File: src/rtl/psram_rd_cache_if.sv
// psram_rd_cache_if: request/response and PSRAM core transaction signals for the read cache
interface psram_rd_cache_if #(parameter int AW = 24);
    logic          req_valid;
    logic          req_ready;
    logic          req_write;
    logic [AW-1:0] req_addr;
    logic [2:0]    req_size;
    logic [31:0]   req_wdata;
    logic          resp_valid;
    logic [31:0]   resp_rdata;
    logic          inv;
    logic          mem_start;
    logic          mem_done;
    logic [AW-1:0] mem_addr;
    logic [2:0]    mem_size;
    logic          mem_rd_wr;
    logic [31:0]   mem_wdata;
    logic [31:0]   mem_rdata;
    modport slave (
        input  req_valid, req_write, req_addr, req_size, req_wdata, inv, mem_done, mem_rdata,
        output req_ready, resp_valid, resp_rdata, mem_start, mem_addr, mem_size, mem_rd_wr, mem_wdata
    );
    modport master (
        output req_valid, req_write, req_addr, req_size, req_wdata, inv, mem_done, mem_rdata,
        input  req_ready, resp_valid, resp_rdata, mem_start, mem_addr, mem_size, mem_rd_wr, mem_wdata
    );
endinterface

File: src/rtl/psram_rd_cache.sv
// psram_rd_cache: direct-mapped write-through read cache in front of the PSRAM core start/done port
module psram_rd_cache #(
    parameter int LINES = 4,
    parameter int AW    = 24
) (
    input logic clk,
    input logic rst,
    psram_rd_cache_if.slave bus
);
    localparam int IW = $clog2(LINES);
    localparam int TW = AW - 4 - IW;
    typedef enum logic [2:0] {IDLE, FILL_ISSUE, FILL_WAIT, WR_WAIT, RESP} state_t;
    state_t state;
    logic [LINES-1:0] vld;
    logic [TW-1:0] tags [LINES];
    logic [31:0] data [LINES][4];
    logic [AW-1:2] r_addr;
    logic wr;
    logic [1:0] k;
    logic poison;
    logic [IW-1:0] req_idx, idx;
    logic [TW-1:0] req_tag, tag;
    logic hit, accept;
    logic [3:0] be;
    function automatic logic [3:0] lanes(input logic [2:0] sz, input logic [1:0] o);
        return sz == 3'd4 ? 4'hf : sz == 3'd2 ? (o[1] ? 4'hc : 4'h3) : 4'b0001 << o;
    endfunction
    assign req_idx = bus.req_addr[4 +: IW];
    assign req_tag = bus.req_addr[AW-1 -: TW];
    assign idx = r_addr[4 +: IW];
    assign tag = r_addr[AW-1 -: TW];
    assign hit = !bus.inv && vld[req_idx] && tags[req_idx] == req_tag;
    assign accept = bus.req_valid && bus.req_ready;
    assign be = lanes(bus.req_size, bus.req_addr[1:0]);
    always_ff @(posedge clk) begin
        if (rst) begin
            state          <= IDLE;
            vld            <= '0;
            r_addr         <= '0;
            wr             <= 1'b0;
            k              <= 2'd0;
            poison         <= 1'b0;
            bus.req_ready  <= 1'b1;
            bus.resp_valid <= 1'b0;
            bus.resp_rdata <= 32'h0;
            bus.mem_start  <= 1'b0;
            bus.mem_addr   <= '0;
            bus.mem_size   <= 3'd4;
            bus.mem_rd_wr  <= 1'b1;
            bus.mem_wdata  <= 32'h0;
        end else begin
            bus.resp_valid <= 1'b0;
            bus.mem_start  <= 1'b0;
            if (bus.inv) vld <= '0;
            case (state)
                IDLE: if (accept) begin
                    r_addr <= bus.req_addr[AW-1:2];
                    wr     <= bus.req_write;
                    k      <= 2'd0;
                    poison <= 1'b0;
                    if (bus.req_write) begin
                        state         <= WR_WAIT;
                        bus.req_ready <= 1'b0;
                        bus.mem_start <= 1'b1;
                        bus.mem_addr  <= bus.req_addr;
                        bus.mem_size  <= bus.req_size;
                        bus.mem_rd_wr <= 1'b0;
                        bus.mem_wdata <= bus.req_wdata;
                        if (hit)
                            for (int b = 0; b < 4; b++)
                                if (be[b]) data[req_idx][bus.req_addr[3:2]][8*b +: 8] <= bus.req_wdata[8*b +: 8];
                    end else if (hit) begin
                        bus.resp_valid <= 1'b1;
                        bus.resp_rdata <= data[req_idx][bus.req_addr[3:2]];
                    end else begin
                        // the line is rewritten word by word, so it must not look valid meanwhile
                        state         <= FILL_ISSUE;
                        vld[req_idx]  <= 1'b0;
                        bus.req_ready <= 1'b0;
                        bus.mem_start <= 1'b1;
                        bus.mem_addr  <= {bus.req_addr[AW-1:4], 4'h0};
                        bus.mem_size  <= 3'd4;
                        bus.mem_rd_wr <= 1'b1;
                    end
                end
                FILL_ISSUE: begin
                    state  <= FILL_WAIT;
                    poison <= poison | bus.inv;
                end
                FILL_WAIT: begin
                    poison <= poison | bus.inv;
                    if (bus.mem_done) begin
                        data[idx][k] <= bus.mem_rdata;
                        if (k == 2'd3) state <= RESP;
                        else begin
                            state         <= FILL_ISSUE;
                            k             <= k + 2'd1;
                            bus.mem_start <= 1'b1;
                            bus.mem_addr  <= {r_addr[AW-1:4], k + 2'd1, 2'b00};
                        end
                    end
                end
                WR_WAIT: if (bus.mem_done) state <= RESP;
                RESP: begin
                    state          <= IDLE;
                    bus.req_ready  <= 1'b1;
                    bus.resp_valid <= 1'b1;
                    bus.resp_rdata <= wr ? 32'h0 : data[idx][r_addr[3:2]];
                    if (!wr) begin
                        tags[idx] <= tag;
                        if (!(poison || bus.inv)) vld[idx] <= 1'b1;
                    end
                end
                default: state <= IDLE;
            endcase
        end
    end
endmodule

File: src/flat_wrapper.sv
// flat-port wrapper written by rule: the top's interface ports become plain ports
module psram_rd_cache_flat 
#(
    parameter int LINES = 4,
    parameter int AW    = 24
)
  (clk, rst, bus_req_valid, bus_req_write, bus_req_addr, bus_req_size, bus_req_wdata, bus_inv, bus_mem_done, bus_mem_rdata, bus_req_ready, bus_resp_valid, bus_resp_rdata, bus_mem_start, bus_mem_addr, bus_mem_size, bus_mem_rd_wr, bus_mem_wdata);
  psram_rd_cache_if #(.AW(AW)) bus_i ();
  input logic clk;
  input logic rst;
  input wire logic [$bits(bus_i.req_valid)-1:0] bus_req_valid;
  input wire logic [$bits(bus_i.req_write)-1:0] bus_req_write;
  input wire logic [$bits(bus_i.req_addr)-1:0] bus_req_addr;
  input wire logic [$bits(bus_i.req_size)-1:0] bus_req_size;
  input wire logic [$bits(bus_i.req_wdata)-1:0] bus_req_wdata;
  input wire logic [$bits(bus_i.inv)-1:0] bus_inv;
  input wire logic [$bits(bus_i.mem_done)-1:0] bus_mem_done;
  input wire logic [$bits(bus_i.mem_rdata)-1:0] bus_mem_rdata;
  output wire logic [$bits(bus_i.req_ready)-1:0] bus_req_ready;
  output wire logic [$bits(bus_i.resp_valid)-1:0] bus_resp_valid;
  output wire logic [$bits(bus_i.resp_rdata)-1:0] bus_resp_rdata;
  output wire logic [$bits(bus_i.mem_start)-1:0] bus_mem_start;
  output wire logic [$bits(bus_i.mem_addr)-1:0] bus_mem_addr;
  output wire logic [$bits(bus_i.mem_size)-1:0] bus_mem_size;
  output wire logic [$bits(bus_i.mem_rd_wr)-1:0] bus_mem_rd_wr;
  output wire logic [$bits(bus_i.mem_wdata)-1:0] bus_mem_wdata;
  assign bus_i.req_valid = bus_req_valid;
  assign bus_i.req_write = bus_req_write;
  assign bus_i.req_addr = bus_req_addr;
  assign bus_i.req_size = bus_req_size;
  assign bus_i.req_wdata = bus_req_wdata;
  assign bus_i.inv = bus_inv;
  assign bus_i.mem_done = bus_mem_done;
  assign bus_i.mem_rdata = bus_mem_rdata;
  assign bus_req_ready = bus_i.req_ready;
  assign bus_resp_valid = bus_i.resp_valid;
  assign bus_resp_rdata = bus_i.resp_rdata;
  assign bus_mem_start = bus_i.mem_start;
  assign bus_mem_addr = bus_i.mem_addr;
  assign bus_mem_size = bus_i.mem_size;
  assign bus_mem_rd_wr = bus_i.mem_rd_wr;
  assign bus_mem_wdata = bus_i.mem_wdata;
  psram_rd_cache #(.LINES(LINES), .AW(AW)) u_core (.clk(clk), .rst(rst), .bus(bus_i));
endmodule
File: config.mk
export PLATFORM = sky130hd
export DESIGN_NAME = psram_rd_cache_flat
export DESIGN_NICKNAME = d
export VERILOG_FILES = /design/src/rtl/psram_rd_cache_if.sv /design/src/rtl/psram_rd_cache.sv /design/src/flat_wrapper.sv
export SDC_FILE = /design/constraint.sdc
export NUM_CORES = 1
export LEC_CHECK = 0
export CAP_MARGIN = 25
export CORE_MARGIN = 1
export CORE_UTILIZATION = 61
export CTS_CLUSTER_DIAMETER = 80
export DETAILED_ROUTE_END_ITERATION = 16
export PLACE_DENSITY_LB_ADDON = 0.3
export SLEW_MARGIN = 20
export SYNTH_ARGS = -nofsm -noshare
export SYNTH_HDL_FRONTEND = slang
export SYNTH_SLANG_ARGS = --single-unit
File: constraint.sdc
create_clock -name clk -period 9.9 [get_ports clk]
set_input_delay 1.98 -clock clk [delete_from_list [all_inputs] [get_ports clk]]
set_output_delay 1.98 -clock clk [all_outputs]
set_load 0.005 [all_outputs]
==> impl_metrics.yaml <==
outcome:
  status: "finished, final reports clean"
finish:
  fillCellCount: 3179
  final_area_mm2: 0.0374
  finalNonFillerCells: 2858
  fin_nets: 2211
  fin_util_pct: 71.2
  multiInputGateArea_mm2: 0.0117
  area_growth_pct: 15.3
  final_common_cell: "edfxtp_1"
  register_area_mm2: 0.0201
  drive_gt1_share_pct: 25.5
  layout_common_cells: "edfxtp_1, mux4_2, nand2_1"
route:
  wirelength_mm: 91.8
  dr.pass1.iters: 6
  vias: 20514
  drtIter0Drc: 2775
  drcViolationCount: 0
  post_drt_wl_per_cell_um: 32.1
  antenna_left: 0
  viasPerCell: 7.18
setup_path:
  worstPathRequired_ns: 10.12
  cp-start-kind: "primary input"
  arrival_ns: 6.52
  end_kind: "register"
  critPathKind: "in2reg"
  cp_max_fo: 80
logic_synthesis:
  ys_warn_count: 0
  syn_inst: 1959
  synth_seq_cells: 714
  synth_cell_types: 47
  ys_seq_area_share_pct: 62.1
  syn-mean-instance-area_um2: 16.6
  syn_area_mm2: 0.0324
  synth_top_flop_cell: "edfxtp_1"
  synthArstFlopShare_pct: 0
  synth-edff-count: 584
  syn_nets: 2060
pwr:
  ir_drop_mv: 0.195
  power_mw: 6.88
  p_per_area_mw_per_mm2: 184
  power.leakage_nw: 12.0
timing:
  finalCritPeriodShare_pct: 63.6
  slew_viol_final: 0
  clock_skew_ns: 0.0247
  fin_setup_tns_ns: 0
  clock.fmax_mhz: 159
  rsz0062_at_grt: "false"
  max_slew_margin_pct: 22.2
  hold_viol: 0
  min_period_ns: 6.29
  fin_hold_ws_ns: 0.456
  setup_viol: 0
  tightest_slew_ns: 1.17
  finalWorstSetupSlack_ns: 3.61
place:
  dp.cells: 2719
  place_hpwl_mm: 57.5
  post-place-ws_ns: 3.02
  placed_cell_area_mm2: 0.0349
  gp_congestion: 0.906
  port_buffers: 191
job:
  maxCapViolations: 0
die:
  die_area_mm2: 0.0541
  rows: 84
  start_util_pct: 61.7
  io_pins: 192
  die_w_um: 233
  fp.dieH_um: 233
  coreArea_mm2: 0.0526
global_routing:
  grt.overflow.total: 0
  antenna_found_initial: 4
  grt_pass1_vias: 19957
  grt_first_pass_wirelength_mm: 134
  grt_usage_pct: 34.9
  grt_max_degree: 85
clocking:
  cts.htree.levels: 3
  clockRootBuffer: "clkbuf_16"
  clk_pin_slew_worst_paths_ns: 0.06
  cts-buffers-inserted: 72
  ctsHoldBuffers: 0
  clock_latency_ns: 0.61
  clockBufferDepth: 3
  clock_sinks: 714
  cts_tree: "built"
  cts_setup_buffers: 0
  cts.repair.resized: 0
min_path:
  hold_path_class: "reg2reg"
## sequential cells by signal, summed over array words and instances (netlist names), 2 cells and up, named ones only
register,count
u_core.data,512
u_core.tags,72
u_core.bus.mem_wdata,32
u_core.bus.resp_rdata,32
u_core.bus.mem_addr,24
u_core.r_addr,22
u_core.vld,4
u_core.bus.mem_size,3
u_core.state,3
u_core.k,2
## area by class of cell
type | instances | area share (%)
diodes | 2 | 0.0134
clock buffers | 96 | 5.65
clock inverters | 36 | 0.856
inverters | 7 | 0.0702
multi-input cells | 1094 | 31.4
flip-flops and latches | 714 | 53.9
well taps | 688 | 2.30
repair buffers | 221 | 5.86
## where the power goes
| part | switching, mW | internal (mW) |
|---|---|---|
| Sequential | 0.0612 | 3.31 |
| Clock | 1.15 | 1.64 |
| Combinational | 0.390 | 0.326 |
## cells in the mapped netlist (2+ instances only)
| library cell | number | area [µm²] |
|---|---|---|
| a211oi_1 | 6 | 45.0 |
| a21oi_1 | 96 | 480 |
| a22oi_1 | 32 | 240 |
| a31oi_1 | 20 | 125 |
| and2_1 | 5 | 31.3 |
| and3_1 | 3 | 18.8 |
| buf_1 | 28 | 105 |
| buf_2 | 3 | 15.0 |
| buf_4 | 6 | 45.0 |
| buf_6 | 2 | 22.5 |
| clkbuf_1 | 105 | 394 |
| dfxtp_1 | 130 | 2600 |
| edfxtp_1 | 584 | 17500 |
| ha_1 | 4 | 50.1 |
| inv_1 | 7 | 26.3 |
| mux2_1 | 3 | 33.8 |
| mux2_2 | 53 | 597 |
| mux2i_1 | 20 | 200 |
| mux4_2 | 331 | 7450 |
| nand2_1 | 259 | 972 |
| nand2b_1 | 4 | 25.0 |
| nand3_1 | 5 | 25.0 |
| nand3b_1 | 3 | 22.5 |
| nor2_1 | 120 | 450 |
| nor2b_1 | 56 | 350 |
| nor3_1 | 17 | 85.1 |
| nor3b_1 | 2 | 15.0 |
| nor4_1 | 5 | 31.3 |
| o2111ai_1 | 2 | 17.5 |
| o211ai_1 | 2 | 15.0 |
| o21ai_0 | 9 | 45.0 |
| o31ai_4 | 2 | 42.5 |
| or2_2 | 2 | 12.5 |
| xnor2_1 | 19 | 166 |
| xor2_1 | 2 | 17.5 |
## cell families (layout without fill, tap and decap cells)
kind of cell / Yosys count / in the layout / synth area share (%)
AND/OR/NAND/NOR: 488 / 488 / 6.50
AO/OA/AOI/OAI: 174 / 174 / 3.26
flip-flops: 714 / 714 / 62.1
buffers and inverters: 151 / 360 / 1.88
other: 0 / 2 / 0
adder cells (fa/ha/maj): 4 / 4 / 0.154
XOR/XNOR: 21 / 21 / 0.567
multiplexers: 407 / 407 / 25.5
## worst max-delay path, stage by stage
cell       delay [ns]
buf_8            0.60
buf_4            0.72
mux4_2           0.60
xnor2_1          0.20
o2111ai_1        0.13
or4b_1           0.54
nor4_4           0.15
buf_4            0.46
a31oi_1          0.30
nor2_1           0.68
## layer usage
layer  up-vias  track usage [%]  part of all wire [%]
li1       8103                -                     -
met1     10426             46.8                    35
met2      1666             54.2                    48
met3       315             8.19                    12
met4         4             17.2                   5.5
met5         -                0                 0.025
## final timing paths
path / startpoint / to / slack, ns / cells past startpoint
min: u_core.bus.mem_wdata[17] / u_core.bus.mem_wdata[17] / 0.46 / 2
max: bus_req_addr[4] / u_core.data[2][97] / 3.61 / 10
max reg2reg: u_core.state[2] / u_core.data[2][72] / 6.04 / 6
min reg2reg: u_core.bus.mem_wdata[17] / u_core.bus.mem_wdata[17] / 0.46 / 2
No activity file was read; power rests on OpenSTA's default activity.
